**config.mk**
```make
export PLATFORM = sky130hd
export DESIGN_NAME = ex_operand_stage
export DESIGN_NICKNAME = d
export VERILOG_FILES = /design/src/rtl/ex_operand_stage.sv
export SDC_FILE = /design/constraint.sdc
export NUM_CORES = 1
export LEC_CHECK = 0
export ABC_AREA = 1
export BUFFER_PORTS_ARGS = -buffer_cell sky130_fd_sc_hd__buf_2
export CORE_AREA = 3 3 142 144
export DETAILED_ROUTE_END_ITERATION = 10
export DIE_AREA = 0 0 145 147
export PLACE_DENSITY = 0.84
export SYNTH_ARGS = -nofsm -noshare
export SYNTH_HDL_FRONTEND = slang
export SYNTH_SLANG_ARGS = --single-unit
```
**constraint.sdc**
```tcl
create_clock -name clk -period 1.65 [get_ports clk]
set_clock_uncertainty 0.15 [all_clocks]
set_input_delay 0.2475 -clock clk [delete_from_list [all_inputs] [get_ports clk]]
set_output_delay 0.2475 -clock clk [all_outputs]
set_load 0.02 [all_outputs]
```
**src/rtl/ex_operand_stage.sv**
```systemverilog
// ex_operand_stage: forwards writeback results into decoded ALU instructions,
// builds the ALU operand set and buffers it in a two-entry skid buffer.
// id_ready comes from registered state only, so EXE back-pressure never
// reaches ID combinationally.
module ex_operand_stage #(
  parameter int XLEN = 32
) (
  input  logic            clk,
  input  logic            rst_n,
  input  logic            flush,
  input  logic            id_valid,
  output logic            id_ready,
  input  logic [2:0]      id_funct3,
  input  logic            id_funct7b5,
  input  logic            id_is_imm,
  input  logic [4:0]      id_rs1_idx,
  input  logic [4:0]      id_rs2_idx,
  input  logic [XLEN-1:0] id_rs1_data,
  input  logic [XLEN-1:0] id_rs2_data,
  input  logic [XLEN-1:0] id_imm,
  input  logic [4:0]      id_rd,
  input  logic            wb_valid,
  input  logic [4:0]      wb_rd,
  input  logic [XLEN-1:0] wb_data,
  output logic            ex_valid,
  input  logic            ex_ready,
  output logic [2:0]      ex_funct3,
  output logic [XLEN-1:0] ex_rs1,
  output logic [XLEN-1:0] ex_rb,
  output logic [4:0]      ex_shamt,
  output logic            ex_cin,
  output logic            ex_arith,
  output logic [4:0]      ex_rd
);

  typedef struct packed {
    logic [2:0]      funct3;
    logic [XLEN-1:0] rs1;
    logic [XLEN-1:0] rb;
    logic [4:0]      shamt;
    logic            cin;
    logic            arith;
    logic [4:0]      rd;
  } op_t;

  typedef enum logic [1:0] {
    EMPTY = 2'd0,
    ONE   = 2'd1,
    FULL  = 2'd2
  } state_t;

  // Source operand with writeback forwarding; x0 always reads as zero.
  function automatic logic [XLEN-1:0] fwd_src(
    input logic [4:0]      idx,
    input logic [XLEN-1:0] rf_data,
    input logic            fw_valid,
    input logic [4:0]      fw_rd,
    input logic [XLEN-1:0] fw_data
  );
    logic [XLEN-1:0] val;
    if (idx == 5'd0) begin
      val = '0;
    end else if (fw_valid && (fw_rd == idx)) begin
      val = fw_data;
    end else begin
      val = rf_data;
    end
    return val;
  endfunction

  // SUB is turned into rs1 + ~rs2 + 1 so the ALU only needs an adder.
  // ADDI ignores funct7b5 because that bit belongs to its immediate.
  function automatic op_t build_op(
    input logic [2:0]      funct3,
    input logic            funct7b5,
    input logic            is_imm,
    input logic [XLEN-1:0] rs1,
    input logic [XLEN-1:0] rs2,
    input logic [XLEN-1:0] imm,
    input logic [4:0]      rd
  );
    op_t             op;
    logic [XLEN-1:0] rb_raw;
    logic            is_sub;
    rb_raw    = is_imm ? imm : rs2;
    is_sub    = (funct3 == 3'b000) && funct7b5 && !is_imm;
    op.funct3 = funct3;
    op.rs1    = rs1;
    op.rb     = is_sub ? ~rs2 : rb_raw;
    op.shamt  = rb_raw[4:0];
    op.cin    = is_sub;
    op.arith  = (funct3 == 3'b101) ? funct7b5 : 1'b0;
    op.rd     = rd;
    return op;
  endfunction

  state_t state_q, state_d;
  op_t    main_q, main_d;
  op_t    skid_q, skid_d;
  op_t    new_op;
  logic   accept;

  assign id_ready = (state_q != FULL);
  assign ex_valid = (state_q != EMPTY);

  assign ex_funct3 = main_q.funct3;
  assign ex_rs1    = main_q.rs1;
  assign ex_rb     = main_q.rb;
  assign ex_shamt  = main_q.shamt;
  assign ex_cin    = main_q.cin;
  assign ex_arith  = main_q.arith;
  assign ex_rd     = main_q.rd;

  // Build the incoming operand set and compute buffer next-state.
  always_comb begin
    state_d = state_q;
    main_d  = main_q;
    skid_d  = skid_q;
    accept  = id_valid && (state_q != FULL);
    new_op  = build_op(id_funct3, id_funct7b5, id_is_imm,
                       fwd_src(id_rs1_idx, id_rs1_data, wb_valid, wb_rd, wb_data),
                       fwd_src(id_rs2_idx, id_rs2_data, wb_valid, wb_rd, wb_data),
                       id_imm, id_rd);
    if (flush) begin
      state_d = EMPTY;
    end else begin
      case (state_q)
        EMPTY: begin
          if (accept) begin
            main_d  = new_op;
            state_d = ONE;
          end
        end
        ONE: begin
          if (accept && ex_ready) begin
            main_d = new_op;
          end else if (accept) begin
            skid_d  = new_op;
            state_d = FULL;
          end else if (ex_ready) begin
            state_d = EMPTY;
          end
        end
        FULL: begin
          if (ex_ready) begin
            main_d  = skid_q;
            state_d = ONE;
          end
        end
        default: state_d = EMPTY;
      endcase
    end
  end

  // Buffer state and entry registers; reset clears outputs to zero.
  always_ff @(posedge clk or negedge rst_n) begin
    if (!rst_n) begin
      state_q <= EMPTY;
      main_q  <= '0;
      skid_q  <= '0;
    end else begin
      state_q <= state_d;
      main_q  <= main_d;
      skid_q  <= skid_d;
    end
  end

endmodule

```
* Word-level counts from Yosys, hierarchy flattened
Cells that the tools add are included.
W data, S select, Z words.
** Operators by class
- Equality and inequality tests :: 13
- Muxes and demuxes :: 18
- Bitwise logic cells :: 3
- Reductions and logical operators :: 16
** Operator list (count)
- $mux W79 :: 3
- $pmux W79 S3 :: 1
- $mux W32 :: 6
- $not A32 Y32 :: 1
- $mux W2 :: 6
- $eq A5 B5 Y1 :: 2
- $logic_not A5 Y1 :: 2
- $ne A3 B3 Y1 const B :: 3
- $ne A2 B2 Y1 const B :: 4
- $reduce_and A4 Y1 :: 2
- $logic_and A1 B1 Y1 :: 6
- $pmux W2 S3 :: 1
- $reduce_and A5 Y1 :: 1
- $ne A4 B4 Y1 const B :: 1
- $eq A3 B3 Y1 const B :: 1
- $logic_not A3 Y1 :: 1
- $reduce_bool A3 Y1 :: 1
- $eq A2 B1 Y1 const B :: 1
- $eq A2 B2 Y1 const B :: 1
- $logic_not A2 Y1 :: 1
- $not A1 Y1 :: 2
- $reduce_bool A2 Y1 :: 1
- $logic_not A1 Y1 :: 1
- $mux W1 :: 1
** Word-level totals
- Register bits after elaboration :: 160
- Input port bits :: 159
- Output and inout port bits :: 81
- Logic and storage cells :: 65

* Depth between registers and ports, before layout
- Depth after elaboration :: 8
- Mapped depth :: 14
- Mapped depth without buffers :: 13

* Worst setup path before layout
Ideal clock, no wire load.
- Path kind :: reg2reg
- Start point :: register state_q[1]
- End point :: register main_q (netlist bit ex_rb[29])
- Library setup time :: 0.116 ns
- Data arrival time :: 1.482 ns
- Data required time :: 1.384 ns
- Slack :: -0.098 ns
- Cell stages (with the launch flop) :: 9
- Path buffers :: 2
- Clock period less this slack :: 1.748 ns
- Path through :: dfrtp_1 > inv_2 > nor2_2 > inv_2 > clkbuf_1 > clkbuf_1 > nand2_1 > nand2_1 > nand2_1
** On the way
- Word-level cells in the longest chain between the ends :: 5
- Elaborated cells between the ends (all ways) :: 12
- Classes of those cells :: eq/ne: 6; mux: 1; reduce/logical: 5
** RTL lines
- start, declared :: RTL line 97 : state_t state_q, state_d;
- start signal, assigned :: RTL line 162 : state_q <= state_d;
- $ne A2 B2 Y1 (*)
- via id_ready :: RTL line 12 : output logic id_ready,
- $logic_and A1 B1 Y1 (*) :: RTL line 119 : accept = id_valid && (state_q != FULL);
- $logic_and A1 B1 Y1 :: RTL line 135 : if (accept && ex_ready) begin
- $ne A2 B2 Y1 (no line)
- $reduce_and A5 Y1 (no line) (*)
- end signal, assigned :: RTL line 163 : main_q <= main_d;
- end, declared :: RTL line 98 : op_t main_q, main_d;
Mark *: on every way through the listed nets, which the timed path passes. The rest lies on a longest branch.
A chain may end at the register's enable or synchronous reset.

* Worst setup path in the final report
- Start point :: register state_q[1]
- End point :: register main_q (netlist bit ex_rs1[15])
** On the way
- Word-level cells in the longest chain between the ends :: 5
- Elaborated cells between the ends (all ways) :: 12
- Classes of those cells :: eq/ne: 6; mux: 1; reduce/logical: 5
** RTL lines (RTL line)
- $ne A2 B2 Y1 :: 119
- $logic_and A1 B1 Y1 :: 119
- $logic_and A1 B1 Y1 :: 135
- $ne A2 B2 Y1 (no line)
- $reduce_and A5 Y1 (no line)
Parallel ways exist; a longest one is shown, timed or not.

==> results.sh <==
export IMPL_start_kind="flip-flop"
export IMPL_worst_endpoint_required_ps=1810
export IMPL_timing_final_ws_setup_ps=-162.1
export IMPL_status="finished with violations"
export IMPL_relSlewSlack_pct=68.20
export IMPL_ctsHtreeMaxLevel=4
export IMPL_cts_buffers=17
export IMPL_crit_cells=9
export IMPL_ios=240
export IMPL_endpoint_kind="flip-flop"
export IMPL_finalHoldViolCount=0
export IMPL_r2r_end="ex_rs1[15]"
export IMPL_reg2reg_depth=9
export IMPL_synth_cell_types=31
export IMPL_rrSetupSlack_ps=-160
export IMPL_synthFlopType="dfrtp_1"
export IMPL_cpPeakStageDelay_ps=400
export IMPL_syn_avg_cell_area_um2=6.991
export IMPL_synth_edf_count=0
export IMPL_rows=50
export IMPL_clkTransAtPathRegs_ps=70
export IMPL_multiInputGateArea_mm2=0.004698
export IMPL_min_path_type="in2reg"
export IMPL_min_delay_path_depth=5
export IMPL_worstPathCellList="inv_2 > buf_4 > nand2_2 > a21oi_2 > and2_4 > inv_8 > buf_12 > a21oi_1 > a2bb2oi_1"
export IMPL_fin_nets=1727
export IMPL_syn_nets=1449
export IMPL_finalSetupViolations=157
export IMPL_cp_arrival_ps=1970
export IMPL_r2r_start="state_q[1]"
export IMPL_cap_violations=0
export IMPL_final_antenna_net_count=0
export IMPL_setup_tns_ps=-11180
export IMPL_leakagePower_uw=0.007178
export IMPL_p_total_uw=14100
export IMPL_yosys_warnings=0
export IMPL_syn_inst=1290
export IMPL_antenna_found_initial=2
export IMPL_worstSetupStartpoint="state_q[1]"
export IMPL_core_area_mm2=0.01883
export IMPL_ys_async_sr_fraction_pct=100.0
export IMPL_drc=0
export IMPL_drt_iter0_markers=898
export IMPL_die_height_um=147
export IMPL_gr_total_overflow=0
export IMPL_dr_pass1_iters=6
export IMPL_clock_latency_ps=420
export IMPL_drive_gt1_share_pct=31.31
export IMPL_routedWlPerCell_um=18.38
export IMPL_grt_first_pass_wirelength_um=49220
export IMPL_yosysSeqAreaShare_pct=44.40
export IMPL_vias_per_cell=5.631
export IMPL_critical_path_top_delay_family="buffers and inverters"
export IMPL_p_per_area_mw_per_mm2=1092
export IMPL_hold_path_end="skid_q[58]"
export IMPL_placed_area_mm2=0.01097
export IMPL_ir_drop_mv=0.7133
export IMPL_ys_ff_latch=160
export IMPL_cts_root_buf="clkbuf_16"
export IMPL_worstMarginPinSlew_ps=473.3
export IMPL_syn2layout_area_growth_pct=43.27
export IMPL_hold_slack_ps=32.46
export IMPL_cp_max_fo=13
export IMPL_dpl_worst_slack_ps=-259.0
export IMPL_clockBufferDepth=2
export IMPL_path_buf_inv=4
export IMPL_numClockSinks=160
export IMPL_cts_tree="built"
export IMPL_dp_hpwl_um=21060
export IMPL_critPathSlowestCell="dfrtp_1"
export IMPL_finalCritPeriodShare_pct=109.8
export IMPL_syn_area_mm2=0.009019
export IMPL_fp_dieW_um=145
export IMPL_fmax_mhz=551.9
export IMPL_die_area_mm2=0.02132
export IMPL_final_area_mm2=0.01292
export IMPL_fin_crit_ps=1812
export IMPL_finalMaxSlewViolations=0
export IMPL_grt_max_degree=45
export IMPL_fill_cells=1459
export IMPL_wl_um=33860
export IMPL_gp_congestion=0.9669
export IMPL_regArea_mm2=0.004004
export IMPL_portBuffers=239
export IMPL_grt_pass1_vias=9499
export IMPL_failed_checks="negative setup slack"
export IMPL_path_class="reg2reg"
export IMPL_initial_utilization_pct=47.89
export IMPL_worst_hold_startpoint="id_rs1_data[14]"
export IMPL_vias=10373
export IMPL_grtUsageTotal_pct=28.40
export IMPL_rsz0062_at_grt="true"
-- worst min-delay path, cell delays in order --
cell	delay [ps]
buf_2	100
nand2_1	50
o21ai_1	70
nand3_1	70
nand2_1	50
-- repair_timing --
| action | CTS | global route |
|---|---|---|
| resized for setup | 40 | 145 |
| endpoints found under the hold margin | 138 | 0 |
| pin swaps | 6 | 31 |
| gates cloned | 5 | 17 |
| hold buffers | 9 | 0 |
| setup endpoints to repair | 121 | 162 |
| buffers inserted | 8 | 2 |
-- per-layer routing --
| layer | vias up | GRT usage (%) | routed length [µm] |
|---|---|---|---|
| met5 | - | 0 | 13 |
| met2 | 721 | 47.00 | 16300 |
| met4 | 2 | 13.16 | 1380 |
| li1 | 4745 | - | - |
| met1 | 4797 | 35.85 | 12850 |
| met3 | 108 | 6.169 | 3310 |
-- Yosys cell counts (7+ instances only) --
library cell	instances	share of area (%)
o21ai_0	16	0.89
inv_2	7	0.29
o21ai_1	89	4.9
clkbuf_1	44	1.8
dfrtp_1	160	44
inv_1	115	4.8
nand3_1	108	6.0
nand4_1	52	3.6
nand2_1	470	20
nor2_1	75	3.1
a2bb2oi_1	28	2.7
buf_2	40	2.2
a21oi_1	39	2.2
-- power breakdown --
group          internal, µW  switching [µW]
Sequential             5020             809
Combinational          1770            2390
Clock                  2400            1710
-- cells by family (layout without fill, tap and decap cells) --
kind of cell,Yosys count,count (layout),share of synthesized area (%)
and+or+nand+nor,726,726,33.88
other,0,1,0
DFF,160,160,44.40
buffers and inverters,212,503,9.420
xor gates and xnor gates,1,1,0.09713
AOI/OAI and AO/OA,191,191,12.21
-- cells in the final DEF, fill, tap and decap left out, drive strengths merged, types with 6 or more instances in the layout --
cell and instances:
nand2 470, buf 325, dfrtp 160, inv 124, nand3 109, o21ai 105, nor2 78, nand4 53
a21oi 39, clkbuf 34, a2bb2oi 28, dlygate4sd3 9, or2 6
-- through the flow --
stage	utilization [%]	instances
floorplan	-	1290
global placement	58.25	1770
detailed placement	58.25	1770
CTS	63.79	1823
global route	68.62	1842
finish	68.62	1842
-- worst max path at each step --
stage / end / slack, ps
2_1_floorplan: ex_rb[0] / -5
3_3_place_gp: ex_rb[23] / -240
3_5_place_dp: ex_rb[18] / -260
4_1_cts: ex_valid / -130
5_1_grt: ex_rs1[15] / -270
6_report: ex_rs1[15] / -160
-- registers in the layout (all words and copies together), names as in the netlist --
| signal | cells |
|---|---|
| state_q | 2 |
| ex_cin | 1 |
| ex_arith | 1 |
| ex_shamt | 5 |
| ex_rb | 32 |
| ex_funct3 | 3 |
| ex_rs1 | 32 |
| skid_q | 79 |
| ex_rd | 5 |
-- layout make-up --
class / count / area share (%)
Multi-Input combinational cell: 918 / 36.36
Antenna cell: 1 / 0.01937
Timing Repair Buffer: 349 / 21.80
Clock inverter: 11 / 1.191
Sequential cell: 160 / 30.99
Clock buffer: 21 / 3.409
Inverter: 122 / 3.718
Tap cell: 260 / 2.518
No activity file was read; power rests on OpenSTA's default activity.
